## src/rtl/alu_arbiter.sv

```systemverilog
// alu_arbiter: round-robin sharing of one combinational ALU among NUM_REQ requesters.
// Optional macro ALU_ARB_ILLEGAL_OP_EN rejects opcodes 000/111 without driving the ALU.
module alu_arbiter #(
  parameter int NUM_REQ = 4,
  parameter int IDX_W   = 2
) (
  input  logic                  clk,
  input  logic                  rst_n,
  input  logic [NUM_REQ-1:0]    req_valid,
  output logic [NUM_REQ-1:0]    req_ready,
  input  logic [3*NUM_REQ-1:0]  req_opcode,
  input  logic [33*NUM_REQ-1:0] req_op1,
  input  logic [4*NUM_REQ-1:0]  req_op2,
  output logic [NUM_REQ-1:0]    resp_valid,
  input  logic [NUM_REQ-1:0]    resp_ready,
  output logic [31:0]           resp_result,
  output logic                  resp_overflow,
  output logic                  resp_error,
  output logic [IDX_W-1:0]      resp_owner,
  output logic [2:0]            alu_opcode,
  output logic [32:0]           alu_operand1,
  output logic [3:0]            alu_operand2,
  input  logic [31:0]           alu_res_out,
  input  logic                  alu_overflow
);

  typedef enum logic [1:0] {IDLE, EXEC, RESP} state_t;

  state_t           state;
  logic [IDX_W-1:0] last_grant;
  logic [IDX_W-1:0] grant_idx;
  logic             grant_valid;
  logic [2:0]       opc_a [NUM_REQ];
  logic [32:0]      op1_a [NUM_REQ];
  logic [3:0]       op2_a [NUM_REQ];
  logic [2:0]       sel_opcode;
  logic [32:0]      sel_op1;
  logic [3:0]       sel_op2;
  logic             is_illegal;

  always_comb begin
    for (int i = 0; i < NUM_REQ; i++) begin
      opc_a[i] = req_opcode[3*i +: 3];
      op1_a[i] = req_op1[33*i +: 33];
      op2_a[i] = req_op2[4*i +: 4];
    end
  end

  // Scan from the farthest candidate back to the nearest so the nearest one
  // after last_grant is the final assignment and wins.
  always_comb begin
    logic [IDX_W-1:0] cand;
    // NOTE: every signal written here gets a default first, otherwise the
    // paths that skip an assignment would infer a latch.
    grant_valid = 1'b0;
    grant_idx   = '0;
    cand        = '0;
    for (int i = NUM_REQ; i >= 1; i--) begin
      cand = IDX_W'((int'(last_grant) + i) % NUM_REQ);
      if (req_valid[cand]) begin
        grant_valid = 1'b1;
        grant_idx   = cand;
      end
    end
  end

  assign sel_opcode = opc_a[grant_idx];
  assign sel_op1    = op1_a[grant_idx];
  assign sel_op2    = op2_a[grant_idx];

`ifdef ALU_ARB_ILLEGAL_OP_EN
  assign is_illegal = (sel_opcode == 3'b000) || (sel_opcode == 3'b111);
`else
  assign is_illegal = 1'b0;
`endif

  // Gated by rst_n so no requester believes it was accepted while the core is held in reset.
  assign req_ready = (rst_n && state == IDLE && grant_valid) ? (NUM_REQ'(1) << grant_idx) : '0;

  // NOTE: state updates use non-blocking assignments so every register samples
  // the pre-edge values, independent of statement order.
  always_ff @(posedge clk or negedge rst_n) begin
    if (!rst_n) begin
      state         <= IDLE;
      last_grant    <= IDX_W'(NUM_REQ - 1);
      resp_owner    <= '0;
      resp_valid    <= '0;
      resp_result   <= '0;
      resp_overflow <= 1'b0;
      resp_error    <= 1'b0;
      // NOTE: the operand latches are reset too, because they drive output
      // ports that must read zero during reset.
      alu_opcode    <= 3'b000;
      alu_operand1  <= '0;
      alu_operand2  <= '0;
    end else begin
      unique case (state)
        IDLE: begin
          if (grant_valid) begin
            last_grant   <= grant_idx;
            resp_owner   <= grant_idx;
            alu_operand1 <= sel_op1;
            alu_operand2 <= sel_op2;
            resp_error   <= is_illegal;
            if (is_illegal) begin
              // Rejected opcodes never reach the ALU; answer straight away.
              alu_opcode    <= 3'b000;
              resp_result   <= '0;
              resp_overflow <= 1'b0;
              resp_valid    <= NUM_REQ'(1) << grant_idx;
              state         <= RESP;
            end else begin
              alu_opcode <= sel_opcode;
              state      <= EXEC;
            end
          end
        end
        EXEC: begin
          resp_result   <= alu_res_out;
          resp_overflow <= alu_overflow;
          resp_valid    <= NUM_REQ'(1) << resp_owner;
          state         <= RESP;
        end
        RESP: begin
          if (resp_ready[resp_owner]) begin
            resp_valid <= '0;
            alu_opcode <= 3'b000;
            state      <= IDLE;
          end
        end
        default: state <= IDLE;
      endcase
    end
  end

endmodule

```

## config.mk

```make
export PLATFORM = sky130hd
export DESIGN_NAME = alu_arbiter
export DESIGN_NICKNAME = d
export VERILOG_FILES = /design/src/rtl/alu_arbiter.sv
export SDC_FILE = /design/constraint.sdc
export NUM_CORES = 1
export LEC_CHECK = 0
export BUFFER_PORTS_ARGS = -buffer_cell sky130_fd_sc_hd__buf_2
export CAP_MARGIN = 20
export CORE_AREA = 2 2 112 114
export DETAILED_ROUTE_END_ITERATION = 10
export DIE_AREA = 0 0 114 116
export PLACE_DENSITY_LB_ADDON = 0.2
export SLEW_MARGIN = 20
export SYNTH_ARGS = -nofsm -noshare
export SYNTH_HDL_FRONTEND = slang
export SYNTH_SLANG_ARGS = --single-unit
```

## constraint.sdc

```tcl
create_clock -name clk -period 4.3 [get_ports clk]
set_input_delay 0.645 -clock clk [delete_from_list [all_inputs] [get_ports clk]]
set_output_delay 0.645 -clock clk [all_outputs]
set_load 0.005 [all_outputs]
```

==> flow_summary.json <==
{
  "crit_slowest_cell": "dfstp_2",
  "io_buffers": 285,
  "vias": 4336,
  "gp_congestion": 0.851,
  "netlist_area_mm2": 0.00421,
  "initial_core_util_pct": 35.3,
  "hp-class": "in2async",
  "via_per_inst": 5.07,
  "cp.required_ps": 4480,
  "dieArea_mm2": 0.0132,
  "end_kind": "register",
  "wl_per_cell_um": 16.5,
  "ant_nets": 0,
  "synth.avg_cell_area_um2": 9.74,
  "wirelength_mm": 14.1,
  "skew_ps": 6.13,
  "outcome": "finished, final reports clean",
  "clock_latency_ps": 330,
  "grt_start_max_net_pins": 76,
  "antenna_found_initial": 1,
  "cap_violations": 0,
  "cp_max_fo": 25,
  "start_kind": "register",
  "drc": 0,
  "yosysUniqueCellTypes": 37,
  "die_height_um": 116,
  "fin_tns_setup_ps": 0,
  "post_cts_buffers": 0,
  "areaGrowthSynthToFinish_pct": 44.5,
  "synthCells": 432,
  "synth_seq_area_share_pct": 49.4,
  "layout_commonest_cell": "buf_2",
  "crit_start": "last_grant[0]$_DFFE_PN1P_",
  "arrival_ps": 2710,
  "ys_ff_latch": 83,
  "nNetsFinal": 906,
  "core_mm2": 0.0119,
  "crit_path_max_incr_delay_ps": 610,
  "clk_path_buf_depth": 2,
  "cts_resized": 0,
  "drt_first_pass_iters": 9,
  "die_w_um": 114,
  "cts_tree": "yes",
  "drive_gt1_share_pct": 50.7,
  "yosysWarnings": 0,
  "cts_root_buffer": "clkbuf_16",
  "io_pins": 287,
  "hold_buffers": 0,
  "place_hpwl_mm": 10.6,
  "hold_viol": 0,
  "fin_cells": 856,
  "p_per_area_mw_per_mm2": 688,
  "max_freq_mhz": 396,
  "h-tree-depth": 3,
  "setup-violations-final": 0,
  "final_cell_mix": "buf_2 (284), nand2_1 (146), dfrtp_1 (81)",
  "cts.clk_slew.worst_paths_ps": 60,
  "slew_violations": 0,
  "grt_use_total_pct": 21.0,
  "crit_type": "reg2reg",
  "cts-buffers-inserted": 9,
  "worst_slew_margin_rel_pct": 49.4,
  "cts_sinks": 83,
  "synth_flop_cell": "dfrtp_1",
  "first_iter_violations": 285,
  "worstMarginPinSlew_ps": 760,
  "period_share_pct": 58.7,
  "core.rowCount": 40,
  "p_leak_nw": 3.23,
  "dp_cells": 839,
  "grt_pass1_wl_mm": 21.7,
  "grt_pass1_vias": 4217,
  "reg2reg_from": "last_grant[0]$_DFFE_PN1P_",
  "fin_crit_ps": 2520,
  "ys_async_sr_fraction_pct": 100,
  "irDropWorstVdd_mv": 0.323,
  "rsz0062_at_grt": "false",
  "syn_nets": 635,
  "crit_chain": "and2b_2 > a221oi_4 > buf_12 > mux2_2 > a222oi_1 > o21ai_1",
  "synth_enable_flop_cells": 0,
  "grt_overflow": 0
}
## synthesized netlist by cell type (all sizes together), types with 3 or more instances
| cell type | instances | area [um^2] |
|---|---|---|
| a222oi | 37 | 370 |
| o221ai | 3 | 26.3 |
| nor2 | 7 | 26.3 |
| mux2i | 6 | 60.1 |
| nand2b | 3 | 21.3 |
| buf | 15 | 109 |
| nand2 | 146 | 548 |
| o21a | 3 | 22.5 |
| mux2 | 37 | 417 |
| o21ai | 42 | 210 |
| dfrtp | 81 | 2030 |
| inv | 5 | 18.8 |
| clkbuf | 20 | 82.6 |
## cells by family (layout without fill, tap and decap cells)
logic type             Yosys count  count (layout)  synth area share [%]
flip-flops                      83              83                  49.4
AND/OR/NAND/NOR                166             166                  15.9
other                            1               2                0.0891
AO/OA/AOI/OAI                   98              98                  17.8
buffers and inverters           40             316                  5.00
multiplexers                    44              44                  11.9
## path summary, 6_finish.rpt
kind	slack, ps	cells past startpoint	endpoint
max reg2reg	1780	6	alu_operand2[3]$_DFFE_PN0P_
max	1780	6	alu_operand2[3]$_DFFE_PN0P_
min reg2reg	470	2	resp_result[2]$_DFFE_PN0P_
min in group clk	470	2	resp_result[2]$_DFFE_PN0P_
max in group asynchronous	3030	2	resp_result[30]$_DFFE_PN0P_
min	320	1	resp_valid[1]$_DFFE_PN0P_
## area by class of cell
type / count / area, um^2
Sequential cell: 83 / 2080
Clock buffer: 10 / 229
Multi-Input combinational cell: 309 / 1960
Antenna cell: 1 / 2.50
Timing Repair Buffer: 295 / 1520
Clock inverter: 6 / 90.1
Inverter: 5 / 18.8
Fill cell: 1142 / 5830
Tap cell: 147 / 184
## stage by stage
step	cell area, um^2	setup WS (ps)	hold slack (ps)	utilization (%)	total power [mW]
after floorplan	4210	1860	349	-	2.62
after global placement	5760	1580	452	48.3	3.35
after detailed placement	5760	1550	458	48.3	3.41
after CTS	6080	1750	342	51.0	4.25
after global routing	6080	1650	353	51.0	4.56
final	6080	1780	315	51.0	4.18
## layer usage
metal	vias up	global-route usage (%)	wire (um)
met2	215	38.0	7300
met4	0	6.59	187
li1	2097	-	-
met1	2012	24.3	5440
met5	-	0	0
met3	12	5.44	1190
## registers in the layout, indices dropped and copies added, names as in the netlist, 2 cells and up
name,flops
resp_valid,4
state,2
alu_operand1,33
alu_operand2,4
resp_result,32
resp_owner,2
last_grant,2
alu_opcode,3
## power by group
group          switching (mW)  total (mW)  internal, mW  leakage, nW
combinational            1.07        1.96         0.889         2.06
clock                   0.311       0.821         0.510        0.153
sequential              0.225        1.41          1.18         1.02
## critical path, delay by kind of cell (launching register included)
family	cells	cell delay [ps]
and+or+nand+nor	1	270
muxes	1	350
buffers and inverters	1	240
AOI/OAI and AO/OA	3	900
DFF	1	610
(Power assumes the default switching activity.)
